File: src/rtl/reaction_timer_multi.sv
// Multi-round reaction timer: random delay, LED stimulus, BCD ms measurement,
// best-of-session tracking and a multiplexed active-low 4-digit display.
module reaction_timer_multi #(
  parameter int unsigned CLK_PER_MS       = 100000,
  parameter int unsigned MIN_DELAY_MS     = 2000,
  parameter int unsigned DELAY_RANGE_BITS = 13,
  parameter int unsigned TIMEOUT_MS       = 1000,
  parameter int unsigned NUM_ROUNDS       = 3,
  parameter int unsigned SCAN_DIV         = 62500,
  parameter logic [15:0] LFSR_SEED        = 16'hACE1
) (
  input  logic                              clk,
  input  logic                              reset_n,
  input  logic                              clear,
  input  logic                              start,
  input  logic                              stop,
  output logic                              led,
  output logic [3:0]                        an,
  output logic [7:0]                        seg,
  output logic [15:0]                       result_bcd,
  output logic                              result_valid,
  output logic [$clog2(NUM_ROUNDS+1)-1:0]   rounds_done
);
  localparam int unsigned RW = $clog2(NUM_ROUNDS + 1);
  localparam int unsigned PW = $clog2(CLK_PER_MS);
  localparam int unsigned SW = (SCAN_DIV > 1) ? $clog2(SCAN_DIV) : 1;
  localparam int unsigned DW = $clog2(MIN_DELAY_MS + (32'd1 << DELAY_RANGE_BITS));
  localparam logic [DW-1:0] RANGE_MASK = DW'((32'd1 << DELAY_RANGE_BITS) - 32'd1);
  localparam logic [15:0] TIMEOUT_BCD = {4'((TIMEOUT_MS / 1000) % 10), 4'((TIMEOUT_MS / 100) % 10),
                                         4'((TIMEOUT_MS / 10) % 10), 4'(TIMEOUT_MS % 10)};
  localparam logic [15:0] BEST_INIT = 16'h9999;
  localparam logic [7:0]  SEG_H     = 8'b10001001;
  localparam logic [7:0]  SEG_I     = 8'b11111001;

  typedef enum logic [2:0] {S_IDLE, S_WAIT, S_TIMING, S_RESULT, S_FINAL} state_t;

  state_t          state_q, state_d;
  logic [15:0]     lfsr_q, lfsr_d;
  logic [DW-1:0]   delay_q, delay_d;
  logic [DW-1:0]   wcnt_q, wcnt_d;
  logic [PW-1:0]   presc_q, presc_d;
  logic [15:0]     bcd_q, bcd_d;
  logic [15:0]     result_q, result_d;
  logic            valid_q, valid_d;
  logic [RW-1:0]   rounds_q, rounds_d;
  logic [15:0]     best_q, best_d;
  logic [SW-1:0]   scan_q, scan_d;
  logic [1:0]      idx_q, idx_d;
  logic            tick, enter_wait, enter_result;
  logic [15:0]     res;
  logic [3:0]      an_act;

  function automatic logic [15:0] bcd_inc(input logic [15:0] v);
    logic [15:0] r;
    logic        carry;
    r     = v;
    carry = 1'b1;
    for (int unsigned i = 0; i < 4; i++) begin
      if (carry) begin
        if (r[4*i +: 4] == 4'd9) begin
          r[4*i +: 4] = 4'd0;
        end else begin
          r[4*i +: 4] = r[4*i +: 4] + 4'd1;
          carry       = 1'b0;
        end
      end
    end
    return r;
  endfunction

  function automatic logic [7:0] seg_code(input logic [3:0] d);
    case (d)
      4'd0:    return 8'hC0;
      4'd1:    return 8'hF9;
      4'd2:    return 8'hA4;
      4'd3:    return 8'hB0;
      4'd4:    return 8'h99;
      4'd5:    return 8'h92;
      4'd6:    return 8'h82;
      4'd7:    return 8'hF8;
      4'd8:    return 8'h80;
      4'd9:    return 8'h90;
      default: return 8'hFF;
    endcase
  endfunction

  always_comb begin
    state_d      = state_q;
    delay_d      = delay_q;
    result_d     = result_q;
    valid_d      = 1'b0;
    rounds_d     = rounds_q;
    best_d       = best_q;
    enter_wait   = 1'b0;
    enter_result = 1'b0;
    res          = '0;
    tick         = (presc_q == PW'(CLK_PER_MS - 1));
    presc_d      = tick ? '0 : presc_q + PW'(1);
    wcnt_d       = tick ? wcnt_q + DW'(1) : wcnt_q;
    bcd_d        = tick ? bcd_inc(bcd_q) : bcd_q;
    lfsr_d       = lfsr_q[0] ? ({1'b0, lfsr_q[15:1]} ^ 16'hB400) : {1'b0, lfsr_q[15:1]};
    scan_d       = (scan_q == SW'(SCAN_DIV - 1)) ? '0 : scan_q + SW'(1);
    idx_d        = (scan_q == SW'(SCAN_DIV - 1)) ? idx_q + 2'd1 : idx_q;

    if (clear) begin
      state_d  = S_IDLE;
      rounds_d = '0;
      best_d   = BEST_INIT;
    end else begin
      case (state_q)
        S_IDLE, S_FINAL: if (start) begin
          enter_wait = 1'b1;
          rounds_d   = '0;
          best_d     = BEST_INIT;
        end
        S_WAIT: begin
          if (stop) begin
            enter_result = 1'b1;
            res          = BEST_INIT;
          end else if (wcnt_q == delay_q) begin
            state_d = S_TIMING;
            presc_d = '0;
            wcnt_d  = '0;
            bcd_d   = '0;
          end
        end
        // Timeout wins over a coincident stop.
        S_TIMING: begin
          if (bcd_q == TIMEOUT_BCD) begin
            enter_result = 1'b1;
            res          = TIMEOUT_BCD;
          end else if (stop) begin
            enter_result = 1'b1;
            res          = bcd_q;
          end
        end
        S_RESULT: if (start) begin
          if (rounds_q < RW'(NUM_ROUNDS)) enter_wait = 1'b1;
          else                            state_d    = S_FINAL;
        end
        default: state_d = S_IDLE;
      endcase
    end

    if (enter_wait) begin
      state_d = S_WAIT;
      delay_d = DW'(MIN_DELAY_MS) + (DW'(lfsr_q) & RANGE_MASK);
      presc_d = '0;
      wcnt_d  = '0;
      bcd_d   = '0;
    end
    if (enter_result) begin
      state_d  = S_RESULT;
      result_d = res;
      valid_d  = 1'b1;
      rounds_d = rounds_q + RW'(1);
      if (res < best_q) best_d = res;
    end
  end

  always_ff @(posedge clk or negedge reset_n) begin
    if (!reset_n) begin
      state_q  <= S_IDLE;
      lfsr_q   <= LFSR_SEED;
      delay_q  <= '0;
      wcnt_q   <= '0;
      presc_q  <= '0;
      bcd_q    <= '0;
      result_q <= '0;
      valid_q  <= 1'b0;
      rounds_q <= '0;
      best_q   <= BEST_INIT;
      scan_q   <= '0;
      idx_q    <= '0;
    end else begin
      state_q  <= state_d;
      lfsr_q   <= lfsr_d;
      delay_q  <= delay_d;
      wcnt_q   <= wcnt_d;
      presc_q  <= presc_d;
      bcd_q    <= bcd_d;
      result_q <= result_d;
      valid_q  <= valid_d;
      rounds_q <= rounds_d;
      best_q   <= best_d;
      scan_q   <= scan_d;
      idx_q    <= idx_d;
    end
  end

  always_comb begin
    an     = 4'b1111;
    seg    = 8'hFF;
    an_act = ~(4'b0001 << idx_q);
    case (state_q)
      S_IDLE: begin
        if (idx_q == 2'd0) begin
          an  = an_act;
          seg = SEG_I;
        end else if (idx_q == 2'd1) begin
          an  = an_act;
          seg = SEG_H;
        end
      end
      S_TIMING: begin
        an  = an_act;
        seg = seg_code(bcd_q[{idx_q, 2'b00} +: 4]);
      end
      S_RESULT: begin
        an  = an_act;
        seg = seg_code(result_q[{idx_q, 2'b00} +: 4]);
      end
      S_FINAL: begin
        an  = an_act;
        seg = seg_code(best_q[{idx_q, 2'b00} +: 4]);
        if (idx_q == 2'd3) seg[7] = 1'b0;
      end
      default: ;
    endcase
  end

  assign led          = (state_q == S_TIMING);
  assign result_bcd   = result_q;
  assign result_valid = valid_q;
  assign rounds_done  = rounds_q;

endmodule
File: config.mk
export PLATFORM = sky130hd
export DESIGN_NAME = reaction_timer_multi
export DESIGN_NICKNAME = d
export VERILOG_FILES = /design/src/rtl/reaction_timer_multi.sv
export SDC_FILE = /design/constraint.sdc
export NUM_CORES = 1
export LEC_CHECK = 0
export CORE_UTILIZATION = 40
export CTS_CLUSTER_DIAMETER = 30
export DETAILED_ROUTE_END_ITERATION = 8
export PLACE_DENSITY_LB_ADDON = 0.08
export SLEW_MARGIN = 5
export SYNTH_ARGS = -nofsm -noshare
export SYNTH_HDL_FRONTEND = slang
export SYNTH_SLANG_ARGS = --single-unit
File: constraint.sdc
create_clock -name clk -period 5.71 [get_ports clk]
set_input_delay 1.4275 -clock clk [delete_from_list [all_inputs] [get_ports clk]]
set_output_delay 1.4275 -clock clk [all_outputs]
set_load 0.005 [all_outputs]
== After elaboration in Yosys (flattened, before gate mapping) ==
Memory sizes are Yosys's and may differ from the RTL's.
Index checks and enable logic that the tools add are counted.
Storage, ports and cells
  register bits after elaboration: 133
  ROM bits: 336
  bits of input ports: 5
  memories kept: 3
  output and inout port bits: 32
Cells by class
  reduce and logical (&&, ||, !) cells: 9
  $add $sub $neg: 10
  $lt $le $gt $ge: 2
  mux-type cells: 71
  shifts and indexed selects: 4
  bitwise logic cells: 2
  equality and inequality tests: 19
Memories
  (no name shown): words 16, width 7, read ports 1, clocked after memory_dff 0, wr ports 0, line 72  | case (d)
  (no name shown): words 16, width 7, read ports 1, clocked after memory_dff 0, wr ports 0, line 72
  (no name shown): words 16, width 7, read ports 1, clocked after memory_dff 0, wr ports 0, line 72
Operator list (count)
  $mux W16: 17
  $mux W17: 6
  $mux W14: 6
  $shiftx A16 B5 Y4: 3
  $mux W4: 9
  $pmux W16 S2: 1
  $pmux W8 S4: 1
  $mux W3: 7
  $ne A5 B5 Y1 const B: 4
  $add A17 B1 Y17 const B: 1
  $eq A17 B17 Y1 const B: 1
  $add A16 B1 Y16 const B: 1
  $add A4 B1 Y4 const B: 4
  $eq A16 B13 Y1 const B: 1
  $eq A16 B16 Y1 const B: 1
  $eq A4 B4 Y1 const B: 4
  $lt A16 B16 Y1: 1
  $add A11 B13 Y14 const A: 1
  $add A14 B1 Y14 const B: 1
  $eq A14 B14 Y1: 1
  $mux W1: 14
  $mux W7: 2
  $pmux W3 S3: 1
  $mux W2: 4
  other kinds (20): 25

== Longest topological paths before layout ==
Gate-level depths: netlist of run 1.
  depth in word-level cells: 11
  mapped depth: 17
  mapped depth without buffers: 15

== Least setup slack after synthesis of run 1 ==
OpenSTA, ideal clock, no wires.
  path kind: input-to-reg
  start point: input stop
  end point: register best_q[3]
  buffers on the path: 3
  setup slack: 1.642 ns
  data arrival time: 3.993 ns
  cell stages on the path: 15
  required time: 5.635 ns
  cell sequence: and2_1 > clkbuf_1 > and2_1 > nor2b_1 > clkbuf_1 > nand2_1 > inv_1 > ha_1 > and4_1 > nor4b_1 > a31oi_1 > a21oi_1 > nor3b_4 > buf_6 > mux2i_1
Between the ends
  cells in the longest elaborated chain, start to end: 7
Ends and longest elaborated chain
  from (decl): line 16  | input logic stop,
  $mux W16: line 132  | end else if (stop) begin
  $mux W16: line 129  | if (bcd_q == TIMEOUT_BCD) begin
  $pmux W16 S2: line 110  | case (state_q)
  $mux W16: line 105  | if (clear) begin
  via res[6]: line 50  | logic [15:0] res;
  $lt A16 B16 Y1: line 157  | if (res < best_q) best_d = res;
  $mux W16: line 157
  $mux W16: line 152  | if (enter_result) begin
  via best_d[3]: line 46  | logic [15:0] best_q, best_d;
  to (signal assigned): line 185  | best_q <= best_d;
  to (decl): line 46
The timed path passes the listed nets, and every way through them passes these cells.
A chain may end at the register's enable or synchronous reset.

== Worst setup path in the final report of run 1 ==
  start point: register idx_q[0]
  end point: output seg[3]
Between the ends
  cells in the longest elaborated chain, start to end: 3
Ends and longest elaborated chain
  from (decl): line 48  | logic [1:0] idx_q, idx_d;
  from (signal assigned): line 187  | idx_q <= idx_d;
  $shiftx A16 B5 Y4 (tied with other cells): line 215  | seg = seg_code(best_q[{idx_q, 2'b00} +: 4]);
  $mem_v2 Z16 W7 / $mux W7 (equally long branches)
  $pmux W8 S4 *: line 195  | case (state_q)
  to (decl): line 19  | output logic [7:0] seg,
Mark *: on every way between the ends. The rest lies on a longest branch, timed or not.

==> results of run 1 <==
[worst max-delay path, cell delays in order, from the launching register on]
cell and delay [ns]:
dfrtp_1 0.98, mux4_2 0.74, inv_1 0.15, nand2_1 0.09, o21ai_2 0.23, nor2_1 0.07, or4_1 0.52, clkdlybuf4s50_1 0.46
[Yosys cell counts, types with 9 or more instances]
master	instances
nand2_1	90
dfstp_2	16
dfrtp_1	117
o21ai_0	33
nor2b_1	11
mux2i_1	17
nor2_1	92
ha_1	49
mux2_2	9
xor2_1	39
clkbuf_1	19
inv_1	45
mux4_2	11
nand4_1	12
a21oi_1	48
xnor2_1	28
nand3_1	37
a21o_1	11
buf_2	11
nor3_1	12
[cell type report]
class	instances	area share
Clock inverter	13	0.0166
Inverter	45	0.0190
Tap cell	234	0.0330
Multi-Input combinational cell	592	0.457
Timing Repair Buffer	45	0.0484
Sequential cell	133	0.377
Clock buffer	19	0.0488
[layer usage]
layer / vias up / global-route usage / routed length, um
met1: 2881 / 0.265 / 8660
met5: - / 0 / 0
met3: 17 / 0.0455 / 822
li1: 2832 / - / -
met2: 134 / 0.324 / 8820
met4: 0 / 0.0612 / 234
[sequential cells by signal, summed over array words and instances (netlist names)]
name          count
bcd_q            16
best_q           16
delay_q          14
idx_q             2
lfsr_q           16
presc_q          17
result_bcd       16
result_valid      1
rounds_done       2
scan_q           16
state_q           3
wcnt_q           14
[how the worst max path moves through the flow]
stage | end | slack, ns | cells past startpoint
2_1_floorplan | best_q[3] | 1.64 | 15
3_3_place_gp | best_q[6] | 0.62 | 14
3_5_place_dp | best_q[5] | 0.50 | 13
4_1_cts | seg[3] | 0.54 | 7
5_1_grt | seg[3] | 0.40 | 7
6_report | seg[3] | 0.62 | 7
[where the power goes]
| part | internal [mW] | total [mW] | switching, mW |
|---|---|---|---|
| registers | 1.06 | 1.18 | 0.114 |
| clock network | 0.649 | 1.09 | 0.439 |
| logic | 0.375 | 0.778 | 0.402 |
[stage by stage]
| step | area, sq um | hold slack (ns) | power (mW) | util | worst slack (ns) |
|---|---|---|---|---|---|
| CTS | 8870 | 0.381 | 3.08 | 0.473 | 0.537 |
| global route | 8870 | 0.389 | 3.21 | 0.473 | 0.397 |
| detailed placement | 8290 | 0.363 | 1.97 | 0.442 | 0.503 |
| finish | 8870 | 0.376 | 3.04 | 0.473 | 0.615 |
| global placement | 8290 | 0.368 | 1.97 | 0.442 | 0.615 |
| floorplan | 7690 | 0.350 | 1.62 | - | 1.64 |
[cell families after synthesis]
| logic type | share of synthesized area |
|---|---|
| AND/OR/NAND/NOR | 0.200 |
| flip-flops | 0.435 |
| AO/OA/AOI/OAI | 0.0989 |
| buffers and inverters | 0.0398 |
| XOR/XNOR | 0.0763 |
| adder cells (fa/ha/maj) | 0.0797 |
| multiplexers | 0.0704 |
==> impl_metrics.py, run 1 <==
metrics = {
    "clock_tree": {
        "hold_buffers": 0,
        "clockBufferDepth": 2,
        "tritoncts": "yes",
        "cts_made_buffers": 17,
        "clkSinkCount": 133,
        "htree_levels": 4,
        "cts-root-buf": "clkbuf_16",
        "clkTransAtPathRegs_ns": 0.06,
        "cts-resized-gates": 0,
        "clock_latency_ns": 0.42,
        "post-cts-setup-buffers": 0,
    },
    "critical_path": {
        "arrival_ns": 3.67,
        "reg2reg_slack_ns": 1.21,
        "cp_max_fo": 16,
        "r2r_cells": 13,
        "critical_path_class": "reg -> out",
        "r2r-start": "state_q[1]",
        "r2r_end": "best_q[9]",
        "worst_setup_path_end_kind": "primary output",
        "crit_required_ns": 4.28,
        "startpoint": "idx_q[0]",
        "startpoint_type": "flop",
    },
    "placement": {
        "dp_cells": 1049,
        "io_buffers": 36,
        "dpl.hpwl_um": 13400,
        "gp_congestion": 0.870,
    },
    "worst_hold_path": {
        "worstHoldStart": "lfsr_q[3]",
        "holdPathStages": 0,
        "hp-class": "reg -> reg",
        "min_to": "lfsr_q[2]",
    },
    "drt": {
        "vias_per_cell": 5.42,
        "initialDrtViolationCount": 291,
        "routed_wl_um": 18500,
        "antenna_left": 0,
        "post-route-drc-count": 0,
        "dr.pass1.iters": 6,
        "wl_per_cell_um": 17.1,
        "vias": 5864,
    },
    "pwr": {
        "power.density_nw_per_um2": 343,
        "vdd_ir_drop_max_v": 0.000231,
        "power.leakage_nw": 4.02,
    },
    "logic_synthesis": {
        "yosys.area.top_type": "dfrtp_1",
        "synth_top_cell_area_share": 0.381,
        "syn_inst": 801,
        "seq_area_frac_synth": 0.435,
        "synth_nets": 855,
        "synth_flop_cell": "dfrtp_1",
        "synthArstFlopShare": 1.00,
        "ys_types": 63,
        "yosysWarnings": 0,
        "ys_top_cells_by_area": "dfrtp_1 38%, ha_1 8.0%, dfstp_2 5.5%, nor2_1 4.5%, xor2_1 4.4%",
        "ys_ff_latch": 133,
        "syn_avg_cell_area_sq_um": 9.61,
        "syn_area_sq_um": 7690,
        "synth_edf_count": 0,
    },
    "final_layout": {
        "fillers": 1786,
        "diodes": 0,
        "fin_nets": 888,
        "drive_gt1_frac": 0.104,
        "final_common_cell": "dfrtp_1",
        "layout_common_cells": "117 x dfrtp_1, 92 x nor2_1, 90 x nand2_1",
        "register_area_sq_um": 3350,
        "multi_input_area_sq_um": 4050,
        "fin_cells": 1081,
        "area_delta_synth_final_pct": 15.3,
    },
    "flow_run": {
        "maxCapViolations": 0,
    },
    "global_route": {
        "grt_pass1_vias": 5936,
        "grt-ovfl-total": 0,
        "grt_pass1_wl_um": 30500,
        "antenna_found_initial": 0,
        "grt_util_all_layers": 0.200,
        "grt_start_max_net_pins": 104,
    },
    "floorplanning": {
        "rows": 50,
        "dieHeight_um": 141,
        "start_util": 0.410,
        "die_w_um": 141,
        "dieArea_sq_um": 19800,
        "core-area_sq_um": 18800,
        "ioPinCount": 37,
    },
    "timing": {
        "final.min_clock_period_ns": 5.09,
        "rsz0062_at_grt": "no",
        "max_slew_margin": 0.342,
        "finalHoldViolCount": 0,
        "worst_pin_slew_ns": 0.987,
        "setup_tns_ns": 0,
        "fmax_mhz": 196,
        "skew_ns": 0.00568,
        "finalSetupViolCount": 0,
        "slew_viol_final": 0,
        "fin_crit_sh": 0.892,
    },
    "status": {
        "status": "finished clean",
    },
}
No activity file was read; power rests on OpenSTA's default activity.
==> inputs of run 2 (changes only) <==
==> constraint.sdc (replaced) <==
create_clock -name clk -period 5.84 [get_ports clk]
set_input_delay 1.46 -clock clk [delete_from_list [all_inputs] [get_ports clk]]
set_output_delay 1.46 -clock clk [all_outputs]
set_load 0.005 [all_outputs]
==> run 2 against run 1 <==
Clock power about the same. Die area stayed put. Cell count barely moved. Count of clock-buffer cells in the layout down 1. First-iteration DRC count rose by 1.7%. Combinational power down 2%. Via count down 0.67%. Wire length is 0.40% lower. Sequential share of layout area barely moved. Sequential power about the same. Non-clock buffer count is 1 lower. Highest routed layer unchanged.
==> impl_metrics.py, run 2 (synthesis gave the netlist of run 1 again) <==
metrics = {
    "pwr": {
        "finalPower_mw": 2.99,
        "vdd_ir_drop_max_v": 0.000188,
        "internal-power_mw": 2.01,
        "power.density_nw_per_um2": 337,
        "p_seq_frac": 0.384,
        "p_clk_frac": 0.361,
        "power.leakage_nw": 4.03,
        "swShare": 0.327,
        "switching_power_mw": 0.978,
        "comb_power_share": 0.255,
    },
    "critical_path": {
        "startpoint_type": "flop",
        "cp_max_fo": 16,
        "worst_setup_path_end_kind": "primary output",
        "crit_required_ns": 4.38,
        "arrival_ns": 3.73,
        "critical_path_class": "reg -> out",
    },
    "worst_hold_path": {
        "hp-class": "reg -> reg",
    },
    "final_layout": {
        "area_delta_synth_final_pct": 15.3,
        "final_common_cell": "dfrtp_1",
        "regMostFlops": "presc_q",
        "drive_gt1_frac": 0.104,
        "largest_register_ffs": 17,
        "fin_nets": 887,
        "fillers": 1792,
        "layout_common_cells": "117 x dfrtp_1, 92 x nor2_1, 90 x nand2_1",
        "fin_util": 0.473,
        "diodes": 0,
    },
    "floorplanning": {
        "rows": 50,
        "ioPinCount": 37,
        "core-area_sq_um": 18800,
        "die_w_um": 141,
        "dieHeight_um": 141,
        "start_util": 0.410,
        "dieArea_sq_um": 19800,
    },
    "timing": {
        "final.min_clock_period_ns": 5.19,
        "worst_pin_slew_ns": 1.01,
        "timing.final.ws_setup_ns": 0.646,
        "fmax_mhz": 193,
        "finalHoldViolCount": 0,
        "skew_ns": 0.00936,
        "slew_viol_final": 0,
        "max_slew_margin": 0.329,
        "finalSetupViolCount": 0,
        "setup_tns_ns": 0,
        "fin_crit_sh": 0.889,
        "rsz0062_at_grt": "no",
    },
    "clock_tree": {
        "htree_levels": 4,
        "cts_made_buffers": 17,
        "clkTransAtPathRegs_ns": 0.07,
        "clock_latency_ns": 0.43,
        "tritoncts": "yes",
        "cts-resized-gates": 0,
        "hold_buffers": 0,
        "clkSinkCount": 133,
        "post-cts-setup-buffers": 0,
        "clockBufferDepth": 2,
        "cts-root-buf": "clkbuf_16",
    },
    "drt": {
        "antenna_left": 0,
        "wl_per_cell_um": 17.1,
        "vias_per_cell": 5.39,
        "wl_met2_um": 8790,
        "dr.pass1.iters": 4,
        "routed_wl_um": 18500,
        "wl_met3_um": 740,
        "top_layer": "met4",
        "wirelength_met1_um": 8750,
        "vias": 5825,
        "post-route-drc-count": 0,
        "initialDrtViolationCount": 296,
    },
    "placement": {
        "post-place-ws_ns": 0.610,
        "io_buffers": 36,
        "gp_congestion": 0.899,
        "dpl.hpwl_um": 13300,
    },
    "status": {
        "status": "finished clean",
    },
    "global_route": {
        "antenna_found_initial": 0,
        "grt_pass1_wl_um": 30400,
        "grt_start_max_net_pins": 94,
        "grt-ovfl-total": 0,
        "grt_util_all_layers": 0.198,
        "grt_pass1_vias": 5766,
    },
    "flow_run": {
        "maxCapViolations": 0,
    },
}
==> run 2: worst paths after layout <==
path	startpoint	to	slack (ns)	depth (start not counted)
worst min register to register	lfsr_q[1]	lfsr_q[0]	0.38	0
worst max register to register	state_q[1]	best_q[12]	1.52	14
min in group asynchronous	reset_n	result_bcd[6]	1.08	1
worst min-delay path	lfsr_q[1]	lfsr_q[0]	0.38	0
worst max-delay path	idx_q[0]	seg[3]	0.65	7
max in group asynchronous	reset_n	scan_q[12]	3.68	2
==> run 2: worst max-delay path: stages, from the launching register on <==
cell and delay (ns):
dfrtp_1 0.99, mux4_2 0.75, inv_1 0.17, nand2_1 0.10, o21ai_2 0.23, nor2_1 0.07, or4_1 0.53, clkdlybuf4s50_1 0.47
==> run 2: per-stage QoR <==
step / cells / cell area [sq um] / hold slack (ns)
floorplan: 801 / 7690 / 0.350
global placement: 1048 / 8280 / 0.365
detailed placement: 1048 / 8280 / 0.365
CTS: 1080 / 8870 / 0.380
global route: 1080 / 8870 / 0.389
finish: 1080 / 8870 / 0.376
==> run 2: layer usage <==
layer | vias up | track usage
met5 | - | 0
met1 | 2863 | 0.262
met3 | 16 | 0.0442
met4 | 0 | 0.0521
li1 | 2834 | -
met2 | 112 | 0.329
==> run 2: layout make-up <==
cell class / instances / area, sq um / area share
timing repair buffer: 44 / 422 / 0.0475
clock buffer: 18 / 429 / 0.0484
multi-input combinational: 592 / 4050 / 0.457
clock inverter: 14 / 156 / 0.0176
inverter: 45 / 169 / 0.0190
sequential: 133 / 3350 / 0.377
tap: 234 / 293 / 0.0330
==> run 2: power by group through the flow <==
stage | clock network, mW | logic (mW) | registers [mW]
after floorplan | 0 | 0.459 | 1.12
after global placement | 0 | 0.757 | 1.16
after detailed placement | 0 | 0.763 | 1.17
after CTS | 1.11 | 0.769 | 1.15
after global routing | 1.15 | 0.846 | 1.17
final | 1.08 | 0.762 | 1.15
==> inputs of run 3 (changes only) <==
--- a/config.mk
+++ b/config.mk
@@ -9,7 +9,8 @@
 export CTS_CLUSTER_DIAMETER = 30
 export DETAILED_ROUTE_END_ITERATION = 8
 export PLACE_DENSITY_LB_ADDON = 0.08
-export SLEW_MARGIN = 5
+export REMOVE_ABC_BUFFERS = 1
+export SKIP_LAST_GASP = 1
 export SYNTH_ARGS = -nofsm -noshare
 export SYNTH_HDL_FRONTEND = slang
 export SYNTH_SLANG_ARGS = --single-unit
==> run 3 against run 2 <==
Total power fell by 0.25%. Register-to-register slack got worse by 0.33 ns. Non-clock buffer count fell by 1. Critical path depth did not move. Critical endpoint unchanged. Highest routed layer unchanged.
==> impl_metrics.py, run 3 (synthesis gave the netlist of run 1 again) <==
metrics = {
    "status": {
        "status": "finished clean",
    },
    "drt": {
        "wl_per_cell_um": 17.1,
        "vias_per_cell": 5.46,
        "routed_wl_um": 18400,
        "initialDrtViolationCount": 332,
        "antenna_left": 0,
        "dr.pass1.iters": 5,
        "post-route-drc-count": 0,
        "vias": 5886,
    },
    "final_layout": {
        "regMostFlops": "presc_q",
        "final_common_cell": "dfrtp_1",
        "largest_register_ffs": 17,
        "fillers": 1773,
        "drive_gt1_frac": 0.104,
        "fin_area_sq_um": 8860,
        "diodes": 0,
        "fin_nets": 886,
        "layout_common_cells": "117 x dfrtp_1, 92 x nor2_1, 90 x nand2_1",
        "area_delta_synth_final_pct": 15.2,
    },
    "timing": {
        "fin_crit_sh": 0.890,
        "rsz0062_at_grt": "no",
        "skew_ns": 0.00850,
        "fmax_mhz": 192,
        "final.min_clock_period_ns": 5.20,
        "slew_viol_final": 0,
        "finalSetupViolCount": 0,
        "max_slew_margin": 0.346,
        "worst_pin_slew_ns": 0.981,
        "setup_tns_ns": 0,
        "finalHoldViolCount": 0,
    },
    "global_route": {
        "grt_util_all_layers": 0.201,
        "grt_pass1_vias": 5887,
        "grt_pass1_wl_um": 30800,
        "grt_start_max_net_pins": 95,
        "grt-ovfl-total": 0,
        "antenna_found_initial": 0,
    },
    "placement": {
        "io_buffers": 36,
        "dpl.hpwl_um": 13300,
        "postPlaceCellArea_sq_um": 8280,
        "gp_congestion": 0.857,
    },
    "floorplanning": {
        "ioPinCount": 37,
        "die_w_um": 141,
        "core-area_sq_um": 18800,
        "start_util": 0.410,
        "rows": 50,
        "dieArea_sq_um": 19800,
        "dieHeight_um": 141,
    },
    "clock_tree": {
        "htree_levels": 4,
        "post-cts-setup-buffers": 0,
        "clockBufferDepth": 2,
        "cts-resized-gates": 0,
        "clkSinkCount": 133,
        "hold_buffers": 0,
        "tritoncts": "yes",
        "clock_latency_ns": 0.42,
        "cts_made_buffers": 17,
        "cts-root-buf": "clkbuf_16",
        "clkTransAtPathRegs_ns": 0.07,
    },
    "worst_hold_path": {
        "min_to": "lfsr_q[2]",
        "hp-class": "reg -> reg",
        "holdPathStages": 0,
        "worstHoldStart": "lfsr_q[3]",
    },
    "critical_path": {
        "worst_setup_path_end_kind": "primary output",
        "r2r-start": "state_q[1]",
        "startpoint": "idx_q[0]",
        "crit_required_ns": 4.38,
        "critical_path_class": "reg -> out",
        "cp_max_fo": 16,
        "reg2reg_slack_ns": 1.19,
        "startpoint_type": "flop",
        "arrival_ns": 3.74,
        "r2r_cells": 13,
        "r2r_end": "best_q[2]",
    },
    "pwr": {
        "power.density_nw_per_um2": 337,
        "power.leakage_nw": 4.03,
        "finalPower_mw": 2.98,
        "vdd_ir_drop_max_v": 0.000177,
    },
    "flow_run": {
        "maxCapViolations": 0,
    },
}
run 3: cell count changes in the layout (fill, tap and decap cells not counted):
| cell | change |
|---|---|
| inv_6 | +3 |
| clkinv_8 | +1 |
| clkinv_4 | +1 |
| clkbuf_1 | -1 |
| clkinvlp_4 | -1 |
| inv_8 | -4 |
| clkinv_2 | +1 |
| buf_4 | -1 |
run 3: where the power goes:
group | leakage [nW] | total, mW | internal, mW | switching [mW]
Clock | 0.287 | 1.07 | 0.605 | 0.465
Sequential | 1.74 | 1.15 | 1.04 | 0.115
Combinational | 2.00 | 0.762 | 0.365 | 0.396
run 3: cell type report:
cell class                      instances  area [sq um]  share of cell area
Multi-Input combinational cell        592          4050               0.457
Sequential cell                       133          3350               0.378
Clock buffer                           17           425              0.0480
Timing Repair Buffer                   43           414              0.0467
Tap cell                              234           293              0.0330
Inverter                               45           169              0.0191
Clock inverter                         15           160              0.0181
run 3: stage by stage:
step	std cells	hold slack (ns)	utilization	setup slack, ns
2_1_floorplan	770	0.350	-	1.40
3_3_place_gp	1047	0.372	0.441	0.499
3_5_place_dp	1047	0.375	0.441	0.463
4_1_cts	1079	0.389	0.472	0.590
5_1_grt	1079	0.399	0.472	0.413
6_report	1079	0.383	0.472	0.641
run 3: worst max-delay path by stage:
stage | endpoint | slack, ns | cells after the start
2_1_floorplan | best_q[11] | 1.40 | 10
3_3_place_gp | best_q[9] | 0.50 | 13
3_5_place_dp | best_q[2] | 0.46 | 13
6_report | seg[3] | 0.64 | 7
5_1_grt | seg[3] | 0.41 | 7
4_1_cts | seg[3] | 0.59 | 7
run 3: critical path: stages (launching register included):
cell,delay (ns)
dfrtp_1,0.99
mux4_2,0.75
inv_1,0.15
nand2_1,0.10
o21ai_2,0.25
nor2_1,0.07
or4_1,0.54
clkdlybuf4s50_1,0.46
run 3: per-layer routing:
metal  vias to the layer above  routed length (um)  global-route usage
li1                       2831                   -                   -
met1                      2937                8830               0.272
met2                       106                8810               0.324
met3                        12                 532              0.0421
met4                         0                 249              0.0618
met5                         -                   0                   0
